### src/rtl/loader_pkg.sv
// Shared types and image-format constants for the program loader.
// An image is a count byte, 2*N word bytes (high byte first), then one XOR checksum byte.
package loader_pkg;

    localparam int unsigned HEADER_BYTES = 1;
    localparam int unsigned CHECK_BYTES  = 1;

    typedef enum logic [2:0] {
        StCount,
        StHi,
        StLo,
        StCheck,
        StDone,
        StError
    } load_state_e;

    // Total stream length for an image carrying n words.
    function automatic int unsigned image_bytes(input int unsigned n);
        return HEADER_BYTES + 2 * n + CHECK_BYTES;
    endfunction

endpackage

### src/rtl/program_loader.sv
// Streams a checksummed program image into instruction memory.
// The CPU is held in reset until the whole image has been written and the checksum matches.
`ifndef INST_SIZE
`define INST_SIZE 16
`endif
`ifndef ADDR_SIZE
`define ADDR_SIZE 8
`endif

module program_loader
    import loader_pkg::*;
#(
    parameter int unsigned INST_SIZE = `INST_SIZE,
    parameter int unsigned ADDR_SIZE = `ADDR_SIZE,
    parameter int unsigned BYTE_SIZE = 8
) (
    input  logic                 clk,
    input  logic                 rst,
    input  logic [BYTE_SIZE-1:0] in_data,
    input  logic                 in_valid,
    output logic                 in_ready,
    input  logic                 start,
    output logic                 mem_we,
    output logic [ADDR_SIZE-1:0] mem_addr,
    output logic [INST_SIZE-1:0] mem_data,
    output logic                 cpu_rst,
    output logic                 load_done,
    output logic                 load_error,
    output logic [ADDR_SIZE-1:0] words_loaded
);

    load_state_e          state;
    logic [ADDR_SIZE-1:0] index;
    logic [BYTE_SIZE-1:0] xor_acc;
    logic [BYTE_SIZE-1:0] remaining;
    logic [BYTE_SIZE-1:0] hi_byte;
    logic                 accept;

    assign accept = in_valid && in_ready;

    always_ff @(posedge clk or posedge rst) begin
        if (rst) begin
            state        <= StCount;
            in_ready     <= 1'b1;
            cpu_rst      <= 1'b1;
            mem_we       <= 1'b0;
            mem_addr     <= '0;
            mem_data     <= '0;
            load_done    <= 1'b0;
            load_error   <= 1'b0;
            words_loaded <= '0;
            index        <= '0;
            xor_acc      <= '0;
            remaining    <= '0;
            hi_byte      <= '0;
        end else begin
            // Write strobe is a single-cycle pulse following each low-byte acceptance.
            mem_we <= 1'b0;
            unique case (state)
                StCount: begin
                    if (accept) begin
                        xor_acc   <= in_data;
                        remaining <= in_data;
                        state     <= (in_data == '0) ? StCheck : StHi;
                    end
                end
                StHi: begin
                    if (accept) begin
                        hi_byte <= in_data;
                        xor_acc <= xor_acc ^ in_data;
                        state   <= StLo;
                    end
                end
                StLo: begin
                    if (accept) begin
                        xor_acc      <= xor_acc ^ in_data;
                        mem_we       <= 1'b1;
                        mem_addr     <= index;
                        mem_data     <= {hi_byte, in_data};
                        index        <= index + 1'b1;
                        words_loaded <= words_loaded + 1'b1;
                        remaining    <= remaining - 1'b1;
                        state        <= (remaining == BYTE_SIZE'(1)) ? StCheck : StHi;
                    end
                end
                StCheck: begin
                    if (accept) begin
                        in_ready <= 1'b0;
                        if (in_data == xor_acc) begin
                            state     <= StDone;
                            load_done <= 1'b1;
                            cpu_rst   <= 1'b0;
                        end else begin
                            state      <= StError;
                            load_error <= 1'b1;
                        end
                    end
                end
                StDone, StError: begin
                    if (start) begin
                        state        <= StCount;
                        in_ready     <= 1'b1;
                        cpu_rst      <= 1'b1;
                        load_done    <= 1'b0;
                        load_error   <= 1'b0;
                        index        <= '0;
                        words_loaded <= '0;
                        xor_acc      <= '0;
                        remaining    <= '0;
                    end
                end
                default: begin
                    state    <= StCount;
                    in_ready <= 1'b1;
                    cpu_rst  <= 1'b1;
                end
            endcase
        end
    end

endmodule

### config.mk
export PLATFORM = sky130hd
export DESIGN_NAME = program_loader
export DESIGN_NICKNAME = d
export VERILOG_FILES = /design/src/rtl/loader_pkg.sv /design/src/rtl/program_loader.sv
export SDC_FILE = /design/constraint.sdc
export NUM_CORES = 1
export LEC_CHECK = 0
export BUFFER_PORTS_ARGS = -buffer_cell sky130_fd_sc_hd__buf_2
export CAP_MARGIN = 20
export CORE_MARGIN = 2
export CORE_UTILIZATION = 55
export CTS_BUF_LIST = sky130_fd_sc_hd__clkbuf_16
export CTS_CLUSTER_SIZE = 16
export DETAILED_ROUTE_END_ITERATION = 12
export GPL_TIMING_DRIVEN = 1
export PLACE_DENSITY = 0.79
export SYNTH_ARGS = -nofsm -noshare
export SYNTH_HDL_FRONTEND = slang
export SYNTH_SLANG_ARGS = --single-unit
export TNS_END_PERCENT = 30
### constraint.sdc
create_clock -name clk -period 5.9 [get_ports clk]
set_input_delay 1.18 -clock clk [delete_from_list [all_inputs] [get_ports clk]]
set_output_delay 1.18 -clock clk [all_outputs]
set_load 0.02 [all_outputs]
# --- After elaboration in Yosys (flattened, before gate mapping) ---
# Cells that the tools add are included.
word_totals:
  out_inout_bits: 37
  register_bits: 72
  inputBits: 12
op_classes:
  eq_ne: 15
  muxes: 34
  n_reduce_logical: 20
  bitwise_logic: 2
  addsub: 3
op_table:
  columns: ["cell", "n"]
  rows:
  - ["$mux 8", 6]
  - ["$pmux 8 s3", 2]
  - ["$pmux 8 s2", 2]
  - ["$reduce_and 4->1", 5]
  - ["$add 8x1->8 const B", 2]
  - ["$mux 3", 5]
  - ["$pmux 3 s5", 1]
  - ["$ne 2x2->1 const B", 7]
  - ["$mux 1", 12]
  - ["$eq 8x1->1 const B", 1]
  - ["$eq 8x8->1", 1]
  - ["$logic_not 8->1", 1]
  - ["$sub 8x1->8 const B", 1]
  - ["$xor 8x8->8", 1]
  - ["$eq 3x2->1 const B", 2]
  - ["$eq 3x3->1 const B", 2]
  - ["$pmux 1 s3", 2]
  - ["$reduce_and 3->1", 2]
  - ["$reduce_bool 3->1", 2]
  - ["$reduce_and 5->1", 1]
  - ["$mux 2", 2]
  - ["$pmux 1 s2", 2]
  - ["$reduce_and 2->1", 2]
  - ["$reduce_bool 2->1", 2]
  - ["7 further kinds", 8]

# --- Depth between registers and ports, before layout ---
logic_depth:
  word_depth: 4
  mapped_depth: 8

# --- Least setup slack after synthesis ---
# No wires, ideal clock.
synth_path:
  path_type: "input-to-reg"
  from: "input in_valid"
  to: "register hi_byte[0]"
  setup_time_ns: 0.125
  arrival_ns: 2.211
  setup_slack_ns: 3.564
  path_stages: 4
  path_cell_list: "and2_1 > clkbuf_1 > nand3_1 > mux2_2"
synth_via:
  elab_chain_len: 2
synth_lines:
  columns: ["item", "line_no", "text"]
  rows:
  - ["start, declared", "program_loader.sv:20", "input logic in_valid,"]
  - ["$logic_and 1x1->1", "program_loader.sv:39", "assign accept = in_valid && in_ready;"]
  - ["$reduce_and 2->1 (no source line)", null, null]
  - ["end signal, assigned", "program_loader.sv:69", "hi_byte <= in_data;"]
  - ["end, declared", "program_loader.sv:36", "logic [BYTE_SIZE-1:0] hi_byte;"]
# No other way between the ends.
# A chain may end at the register's enable or synchronous reset.

# --- Worst setup path after layout ---
layout_path:
  from: "register state[1]"
  to: "register words_loaded[4]"
layout_via:
  elab_chain_len: 4
  elab_cells_between_ends: 9
  cone_classes: "5 x eq/ne; 1 x mux; 3 x reduce/logical"
layout_lines:
  columns: ["item", "line_no", "text"]
  rows:
  - ["start, declared", "program_loader.sv:32", "load_state_e state;"]
  - ["start signal, assigned", "program_loader.sv:43", "state <= StCount;"]
  - ["start signal, assigned", "program_loader.sv:64", "state <= (in_data == '0) ? StCheck : StHi;"]
  - ["start signal, assigned", "program_loader.sv:71", "state <= StLo;"]
  - ["$eq 3x3->1", "program_loader.sv:59", "unique case (state)"]
  - ["$reduce_or 2->1", "program_loader.sv:59", null]
  - ["$ne 2x2->1 (no source line) or $reduce_bool 2->1 (tied branches)", null, null]
  - ["$reduce_and 3->1 (no source line)", null, null]
  - ["end signal, assigned", "program_loader.sv:81", "words_loaded <= words_loaded + 1'b1;"]
  - ["end, declared", "program_loader.sv:29", "output logic [ADDR_SIZE-1:0] words_loaded"]
# Several ways; a longest one is shown, not always the timed one.

==> out/metrics.csv <==
metric,value,unit
hp-class,register to register,
critPathKind,register to register,
grt_pass1_vias,2655,
tritoncts,done,
worst_clock_skew,5.40,ps
final_max_slew_viol_count,0,
tns,0,ps
cp_max_fo,29,
yosys_warnings,0,
clk_latency,330,ps
max_freq,0.290,GHz
clock_sinks,72,
cp.required,6100,ps
slew_headroom,0.296,
synthToLayoutAreaGrowth,14.8,%
antenna_found_initial,0,
power,0.00168,W
start_util,0.564,
syn_area_per_cell,9.29,um^2
setup_viol,0,
io_buffers,48,
yosysMostFrequentCell,nand2_1,
overflow,0,
drtPass1Iterations,4,
cts-resized-gates,0,
postRouteAntennaNets,0,
dp_hpwl,4900,um
grt_util_all_layers,0.222,
cts-htree-levels,3,
critPathLaunchType,register,
die_x,84.2,um
design.core.area,6280,um^2
crit_slowest_cell,inv_1,
power_density,414,nW/um^2
drc,0,
synthTopCellsByCount,"nand2_1, dfrtp_1, a21oi_1",
ys_seq_area_frac,0.510,
ys_types,51,
maxCapViolCount,0,
dieArea,7090,um^2
ys_seq_elements,72,
path_cells,nor3b_2 > nand2_1 > inv_1 > nand4_1 > mux2i_1,
period_share,0.585,
syn-cell-area,3540,um^2
num_rows,29,
synth_fp_nets,397,
worst_slew_pin_slew,1050,ps
rsz0062_at_grt,false,
grt_max_degree,73,
synth_top_area_cell,dfrtp_1,
synth_top_area_share,0.495,
io_pins,49,
hold_viol,0,
vias,2828,
p_leak,2.03,nW
crit_arrival,3660,ps
synth_area_leaders,"dfrtp_1, nand2_1, xnor2_1, a21oi_1, o21ai_0",
postCtsSetupBuffers,0,
cts_buffers,9,
clock_path_buffers,2,
insertedDiodeCount,0,
grt_pass1_wl,12700,um
synth_edf_count,0,
fin_nets,430,
worst_hold_slack,470,ps
first_iter_violations,245,
outcome,completed,
final_layout_size_suffix_gt1_frac,0.199,
viasPerCell,5.71,
wl_per_cell,15.2,um
cts_hold_buf,0,
critPathMaxStageDelay,870,ps
die_h,84.2,um
path_clk_slew,60,ps
netlist_instances,381,
async_reset_ff_frac,1.00,
finalCriticalPeriod,3450,ps
clock-root-buffer,clkbuf_16,
ys.flop_type,dfrtp_1,
totalWireLength,7510,um
end_kind,register,
gp_congestion,0.841,
ir_worst_vdd,256,uV
## cells in the final DEF (no fill, tap or decap), types with 2 or more instances in the layout
cell / count
bufinv_16: 2
a31oi_1: 2
a22oi_1: 2
nand2b_1: 2
a211oi_1: 3
or3_1: 2
and2_1: 2
a221oi_1: 2
dfstp_2: 2
inv_1: 7
o21ai_1: 2
a21oi_1: 25
nor3_1: 5
a32oi_1: 2
dfrtp_1: 70
a31o_2: 7
mux2i_1: 3
xor2_1: 5
o2bb2ai_1: 7
mux2_2: 7
ha_1: 4
xnor2_1: 15
nand4_1: 6
nand2_1: 94
nand3_1: 10
o21ai_0: 20
buf_2: 48
nor4_1: 7
clkbuf_16: 9
nor2_1: 20
## layout make-up
class	count	area, um^2
Tap cell	77	96.3
Clock buffer	9	225
Inverter	8	30.0
Multi-Input combinational cell	274	1570
Fill cell	545	2210
Timing Repair Buffer	49	248
Sequential cell	72	1800
Clock inverter	6	85.1
## through the flow
stage / instances / cell area [um^2] / utilization / setup slack, ps
floorplan: 381 / 3540 / - / 2900
global placement: 480 / 3750 / 0.598 / 2310
detailed placement: 480 / 3750 / 0.598 / 2220
CTS: 495 / 4060 / 0.647 / 2400
global route: 495 / 4060 / 0.647 / 2050
finish: 495 / 4060 / 0.647 / 2450
## where the power goes
part	internal [W]	total (W)	switching (W)	leakage [nW]
logic	0.000175	0.000387	0.000212	0.931
registers	0.000619	0.000733	0.000113	0.947
clock network	0.000366	0.000561	0.000195	0.149
total	0.00116	0.00168	0.000521	2.03
## cell families after synthesis
| group | Yosys count | synth area share |
|---|---|---|
| AOI/OAI and AO/OA | 80 | 0.144 |
| xor gates and xnor gates | 20 | 0.0495 |
| adders and majority gates | 4 | 0.0141 |
| buffers and inverters | 35 | 0.0456 |
| DFF | 72 | 0.510 |
| muxes | 10 | 0.0308 |
| and+or+nand+nor | 160 | 0.206 |
## path summary, 6_finish.rpt
path | startpoint | end | slack (ps) | cells after the start
worst max-delay path | state[1]$_DFFE_PP0P_ | words_loaded[4]$_DFFE_PP0P_ | 2450 | 5
worst min-delay path | mem_addr[6]$_DFFE_PP0P_ | mem_addr[6]$_DFFE_PP0P_ | 470 | 2
worst max register to register | state[1]$_DFFE_PP0P_ | words_loaded[4]$_DFFE_PP0P_ | 2450 | 5
worst min register to register | mem_addr[6]$_DFFE_PP0P_ | mem_addr[6]$_DFFE_PP0P_ | 470 | 2
max in group asynchronous | rst | xor_acc[5]$_DFFE_PP0P_ | 4220 | 3
min in group asynchronous | rst | mem_data[11]$_DFFE_PP0P_ | 1120 | 3
## worst max-delay path, delay by kind of cell, from the launching register on
family                 cells  cell delay (ps)
buffers and inverters      1              870
DFF                        1              790
muxes                      1              160
and+or+nand+nor            3             1500
## layer usage
metal | wire [um] | part of all wire | vias to the layer above | GRT usage
li1 | - | - | 1379 | -
met1 | 3500 | 0.47 | 1373 | 0.308
met2 | 3620 | 0.48 | 66 | 0.359
met3 | 315 | 0.042 | 10 | 0.0393
met4 | 76 | 0.010 | 0 | 0.0630
met5 | 0 | 0 | - | 0
## sequential cells by signal, summed over array words and instances (netlist names), 3 cells and up
name / flops
index: 8
remaining: 8
state: 3
mem_addr: 8
words_loaded: 8
xor_acc: 8
hi_byte: 8
mem_data: 16
(Power assumes the default switching activity.)
